$ cat src/rtl/hdmi_pkg.sv
// hdmi_pkg: packet type codes, slots per audio sample packet and the stereo sample type
package hdmi_pkg;
  localparam logic [7:0] PACKET_TYPE_NULL = 8'd0;
  localparam logic [7:0] PACKET_TYPE_AUDIO_SAMPLE = 8'd2;
  localparam int SAMPLES_PER_PACKET = 4;
  localparam int AUDIO_BIT_WIDTH_DEFAULT = 16;
  typedef logic [1:0][AUDIO_BIT_WIDTH_DEFAULT-1:0] stereo_sample_t;
endpackage

$ cat src/rtl/multi_pop_fifo.sv
// multi_pop_fifo: single-push, up-to-four-pop FIFO exposing its four oldest entries in parallel
module multi_pop_fifo
  import hdmi_pkg::*;
#(
  parameter int W = 16,
  parameter int DEPTH = 8,
  parameter int LW = $clog2(DEPTH + 1)
) (
  input  logic clk,
  input  logic rst,
  input  logic push,
  input  logic [1:0][W-1:0] push_data,
  input  logic [LW-1:0] pop_n,
  output logic [SAMPLES_PER_PACKET-1:0][1:0][W-1:0] oldest,
  output logic [LW-1:0] level
);
  localparam int AW = $clog2(DEPTH);
  logic [1:0][W-1:0] mem [DEPTH];
  logic [AW-1:0] wr_ptr, rd_ptr;
  always_comb begin
    oldest = '0;
    for (int i = 0; i < SAMPLES_PER_PACKET; i++) oldest[i] = mem[rd_ptr + AW'(i)];
  end
  always_ff @(posedge clk) if (push) mem[wr_ptr] <= push_data;
  // DEPTH is a power of two, so plain pointer arithmetic wraps correctly
  always_ff @(posedge clk) begin
    if (rst) begin
      wr_ptr <= '0;
      rd_ptr <= '0;
      level <= '0;
    end else begin
      wr_ptr <= wr_ptr + AW'(push);
      rd_ptr <= rd_ptr + AW'(pop_n);
      level <= level - pop_n + LW'(push);
    end
  end
endmodule

$ cat src/rtl/audio_sample_buffer.sv
// audio_sample_buffer: queues stereo PCM samples and hands up to four per packet slot to hdmi
module audio_sample_buffer
  import hdmi_pkg::*;
#(
  parameter int AUDIO_BIT_WIDTH = 16,
  parameter int DEPTH = 8
) (
  input  logic clk_pixel,
  input  logic reset,
  input  logic sample_valid,
  input  logic [AUDIO_BIT_WIDTH-1:0] sample_left,
  input  logic [AUDIO_BIT_WIDTH-1:0] sample_right,
  input  logic packet_enable,
  output logic [3:0][1:0][AUDIO_BIT_WIDTH-1:0] audio_sample_word,
  output logic [3:0] audio_sample_word_present,
  output logic [7:0] packet_type,
  output logic [$clog2(DEPTH+1)-1:0] level,
  output logic overflow
);
  localparam int LW = $clog2(DEPTH + 1);
  logic [LW-1:0] pop_n, take;
  logic accept;
  logic [3:0][1:0][AUDIO_BIT_WIDTH-1:0] oldest;
  assign pop_n = level > LW'(SAMPLES_PER_PACKET) ? LW'(SAMPLES_PER_PACKET) : level;
  assign take = packet_enable ? pop_n : '0;
  // a same-cycle pop frees room before the push is judged
  assign accept = sample_valid && (level - take) < LW'(DEPTH);
  multi_pop_fifo #(.W(AUDIO_BIT_WIDTH), .DEPTH(DEPTH), .LW(LW)) fifo (
    .clk(clk_pixel),
    .rst(reset),
    .push(accept),
    .push_data({sample_right, sample_left}),
    .pop_n(take),
    .oldest(oldest),
    .level(level)
  );
  always_ff @(posedge clk_pixel) begin
    if (reset) begin
      audio_sample_word <= '0;
      audio_sample_word_present <= '0;
      packet_type <= PACKET_TYPE_NULL;
      overflow <= 1'b0;
    end else begin
      overflow <= sample_valid && !accept;
      if (packet_enable) begin
        for (int i = 0; i < 4; i++) begin
          audio_sample_word[i] <= LW'(i) < pop_n ? oldest[i] : '0;
          audio_sample_word_present[i] <= LW'(i) < pop_n;
        end
        packet_type <= pop_n != '0 ? PACKET_TYPE_AUDIO_SAMPLE : PACKET_TYPE_NULL;
      end
    end
  end
endmodule

$ cat config.mk
export PLATFORM = sky130hd
export DESIGN_NAME = audio_sample_buffer
export DESIGN_NICKNAME = d
export VERILOG_FILES = /design/src/rtl/hdmi_pkg.sv /design/src/rtl/multi_pop_fifo.sv /design/src/rtl/audio_sample_buffer.sv
export SDC_FILE = /design/constraint.sdc
export NUM_CORES = 1
export LEC_CHECK = 0
export ABC_CLOCK_PERIOD_IN_PS = 7000
export CORE_ASPECT_RATIO = 1.25
export CORE_MARGIN = 2
export CORE_UTILIZATION = 40
export DETAILED_ROUTE_END_ITERATION = 8
export PLACE_DENSITY_LB_ADDON = 0.15
export SETUP_SLACK_MARGIN = 0.02
export SLEW_MARGIN = 5
export SYNTH_ARGS = -nofsm -noshare
export SYNTH_HDL_FRONTEND = slang
export SYNTH_SLANG_ARGS = --single-unit
$ cat constraint.sdc
create_clock -name clk_pixel -period 7 [get_ports clk_pixel]
set_input_delay 1.75 -clock clk_pixel [delete_from_list [all_inputs] [get_ports clk_pixel]]
set_output_delay 1.75 -clock clk_pixel [all_outputs]
set_load 0.01 [all_outputs]
# == After elaboration in Yosys (flattened, before gate mapping) ==
# Memories as Yosys holds them, arrays and structs flattened. A register that Yosys moved wholly into a read port is not among the register bits.
# Index checks and enable logic that the tools add are counted.
# word_totals
register_bits,151
mem_bits_rw,256
output_inout_bits,145
wordCells,42
memories,1
# classes
add_sub_neg,7
order_cmp,6
mux,10
reduce_logical,4
# memory_table
name,words,width,rd,rd_clocked_by_memory_dff,wr,line,source
fifo.mem,8,32,4,1,1,multi_pop_fifo.sv:18,logic [1:0][W-1:0] mem [DEPTH];
# ops
op,count
2-to-1 mux 32 bit,4
less-than comparator 1 x 4 -> 1 bit (first input constant),2
less-than comparator 2 x 4 -> 1 bit (first input constant),2
2-to-1 mux 4 bit,2
adder 3 x 2 -> 3 bit (second input constant),2
adder 4 x 1 -> 4 bit,1
greater-than comparator 4 x 3 -> 1 bit (second input constant),1
less-than comparator 4 bit (second input constant),1
nonzero test 4 bit,1
subtractor 4 bit,1
adder 3 x 1 -> 3 bit,1
adder 3 x 1 -> 3 bit (second input constant),1
adder 3 bit,1
2-to-1 mux 3 bit,1
logical AND 1 bit,2
2-to-1 mux 1 bit,2
2-to-1 mux 2 bit,1
logical NOT 1 bit,1

# == Longest topological paths before layout ==
# depth
ltp_word,8
ltp_mapped,12

# == By module ==
# Synthesis repeated with hierarchy kept, for this count alone.
# unflattened
hier_cells,1234
area_unflattened_um2,20199.4
# modules_own_cells
mod,n_inst,cells_per_inst,area_per_inst_um2
multi_pop_fifo,1,765,15482.3
audio_sample_buffer,1,469,4717.0

# == Least setup slack after synthesis ==
# OpenSTA, ideal clock, no wires.
# synth_timing
kind,input to register
start,in packet_enable
end,mem fifo.mem[0][0] in the netlist's numbering (enable)
setup_ps,501
t_arrival_ps,6398
required_ps,6499
path_slack_ps,101
stages,7
cell_sequence,clkbuf_1 nand3_1 ha_1 a21o_1 a311oi_2 o21ai_1 nor4_1
# synth_between
elab_chain_cells,6
# synth_lines
item,line,source
start: declaration,audio_sample_buffer.sv:13,"input logic packet_enable,"
2-to-1 mux 4 bit,audio_sample_buffer.sv:25,assign take = packet_enable ? pop_n : '0;
subtractor 4 bit,audio_sample_buffer.sv:27,assign accept = sample_valid && (level - take) < LW'(DEPTH);
less-than comparator 4 bit,audio_sample_buffer.sv:27,
logical AND 1 bit,audio_sample_buffer.sv:27,
2-to-1 mux 1 bit,multi_pop_fifo.sv:24,always_ff @(posedge clk) if (push) mem[wr_ptr] <= push_data;
2-to-1 mux 1 bit (not written as such),multi_pop_fifo.sv:24,
end: declaration,multi_pop_fifo.sv:18,
# No other way between the ends.

# == Final worst setup path ==
# layout_timing
start,in packet_enable
end,mem fifo.mem[7][27] in the netlist's numbering (enable)
# Same word-level chain as after synthesis.

==> run metrics <==
Starting Density 40.7%; Final Critical Period 4.90 ns; quantity of I/O buffers inserted on ports 173; antenna violations before repair 1; max_cap viols 0; Overflow after GRT 0; DR vias/cell between 5 and 6; mapped cell area slightly above 20000 um2; final period utilization 70.0%; endpoints failing setup 0; RSZ-0062 raised after global routing no; Sink Count 399; Total Routing Usage GR 23.9%; RD Place Congestion roughly 0.83; Pwr Total 9.62 mW; Core ar. 49500 um2; Post-synth ARST share 0%; Mapped Cells between 1500 and 2000; Mean Syn Cell Area 11.2 um2; Area Growth Syn to Fin 18.2%; Worst VDD drop 0.568 mV; Die Wd 205 um; Post-route DRC 0; nets 1948; detailed-route via count 15500; Synth cell types 43; post_cts resized 0; count of state elements after synthesis 399; skew final around 0.013 ns; Startpoint Class input port; slew margin rel. 18.1%; HPWL after DPL between 30000 and 40000 um; PD cells slightly above 400 nW/um2; sequential fraction of the synthesis area 52.4%; Worst Path Max Fanout 17; CTS tree done; Iter 0 DRT Violations around 1200; die area 52200 um2; CP delay by family, top buffers and inverters; TritonCTS buffer count 43; status completed; I/O pins 181; Root Driver clkbuf_16; EDFF count, synth around 260; # hold bufs at CTS 0; Crit. End Element flip-flop; Post-CTS Setup Bufs 0; ant diodes 0; antenna viol nets, final 0; Worst Path Buf+Inv 2; largest net degree at the start of global routing 105; crit-path max cell delay between 0.8 and 0.9 ns; Die Ht roughly 250 um; setup TNS 0 ns; f_max between 0.2 and 0.25 GHz; Fin Hold WS 0.449 ns; worst-path cell chain clkdlybuf4s50_1 -> nand3_1 -> ha_1 -> a21o_1 -> a311oi_2 -> o21ai_2 -> nor2_4 -> buf_4; vias in the first global route 15300; CP Data Required Time 7.24 ns; # rows 91; worst-margin pin slew 1.23 ns; share of layout cells above drive strength 1 13.4%; H-tree depth 2; P_leak between 8 and 9 nW; maximum root-to-sink buffer count 3; final wirelength approximately 62000 um; Worst-Skew Late Latency 0.57 ns; final design utilization 48.1%; critical path arrival 5.14 ns; drt wl/cell 23.9 um; ys flop type edfxtp_1; hold crit path type reg -> reg; Yosys Warn Count 0; FILL cells 4435; First-pass DRT Iterations 5; Slew Limit Fails 0; first-pass GRT wire length 94200 um; slowest cell on the critical path clkdlybuf4s50_1; WS Path Type in -> reg; Final Hold Viols 0; register-to-register setup slack 3.45 ns; CTS clk-pin slew, worst paths 0.06 ns
## state kept, by name, indices dropped and copies added (netlist names)
name	cells
fifo.rd_ptr	3
packet_type	1
fifo.mem	256
audio_sample_word	128
fifo.level	4
fifo.wr_ptr	3
overflow	1
audio_sample_word_present	3
## placed cells by master (no fill, tap or decap), types with 5 or more instances in the layout
master / n
a31oi_1: 128
a32o_1: 64
and3_1: 65
buf_4: 35
clkbuf_1: 10
clkbuf_16: 45
clkbuf_8: 5
clkdlybuf4s50_1: 173
clkinv_1: 5
clkinv_2: 10
conb_1: 7
dfxtp_1: 140
edfxtp_1: 256
ha_1: 9
inv_1: 5
mux2i_1: 65
mux4_2: 128
nand2_1: 579
nand3_1: 66
nor2_1: 10
nor2_4: 5
nor2b_1: 10
o21ai_0: 35
o21ai_1: 31
## metrics by stage
| step | cells | area [um2] | worst slack (ns) |
|---|---|---|---|
| floorplan | 1800 | 20200 | 0.101 |
| finish | 2586 | 23800 | 2.10 |
| detailed placement | 2506 | 22400 | 1.39 |
| global placement | 2506 | 22400 | 1.44 |
| CTS | 2585 | 23800 | 1.97 |
| global route | 2586 | 23800 | 1.95 |
## synth_stat cells, types with 3 or more instances
cell / n / area [um2]
nand2_1: 581 / 2180
edfxtp_1: 256 / 7690
dfxtp_1: 143 / 2860
a31oi_1: 128 / 801
mux4_2: 128 / 2880
nand3_1: 66 / 330
and3_1: 65 / 407
buf_2: 65 / 325
mux2i_1: 65 / 651
a32o_1: 64 / 641
clkbuf_1: 49 / 184
o21ai_0: 35 / 175
o21ai_1: 33 / 165
buf_4: 25 / 188
nor2_1: 13 / 48.8
nor2b_1: 11 / 68.8
buf_1: 10 / 37.5
ha_1: 9 / 113
buf_6: 5 / 56.3
inv_1: 5 / 18.8
xnor2_1: 4 / 35.0
xor2_1: 4 / 35.0
nor2_2: 3 / 18.8
nor3_1: 3 / 15.0
## power by group
part | leakage [nW] | internal [mW] | switching, mW
clock | 0.688 | 1.34 | 0.923
sequential | 3.48 | 2.90 | 0.395
combinational | 4.10 | 1.63 | 2.44
## logic make-up after synthesis
kind of cell | synth area share, %
AO/OA/AOI/OAI | 9.33
multiplexers | 17.5
buffers and inverters | 4.05
adder cells (fa/ha/maj) | 0.758
flip-flops | 52.4
AND/OR/NAND/NOR | 15.5
XOR/XNOR | 0.428
other | 0.0186
## cell type report
type	instances	area, um2	area share, %
clock buffer	60	1230	5.18
clock inverter	19	169	0.709
inverter	7	27.5	0.116
multi-input combinational	1240	8970	37.7
sequential	399	10600	44.4
tap	651	815	3.42
timing repair buffer	210	2040	8.58
## layer usage
| metal | track usage, % | up-vias | part of all wire, % |
|---|---|---|---|
| met3 | 3.96 | 133 | 7.3 |
| met4 | 9.19 | 2 | 3.4 |
| met2 | 40.1 | 761 | 50 |
| li1 | - | 6904 | - |
| met5 | 0 | - | 0.018 |
| met1 | 31.0 | 7679 | 40 |
## worst min-delay path: stages (launching register included)
cell and delay (ns):
dfxtp_1 0.31, nand2_1 0.05, o21ai_1 0.05
## final timing paths
| kind | from | end | depth (start not counted) |
|---|---|---|---|
| worst min register to register | audio_sample_word[22] | audio_sample_word[22] | 2 |
| worst min-delay path | audio_sample_word[22] | audio_sample_word[22] | 2 |
| worst max register to register | fifo.level[2] | fifo.mem[7][27] | 8 |
| worst max-delay path | packet_enable | fifo.mem[7][27] | 8 |
Power figures use the tool's default switching activity.
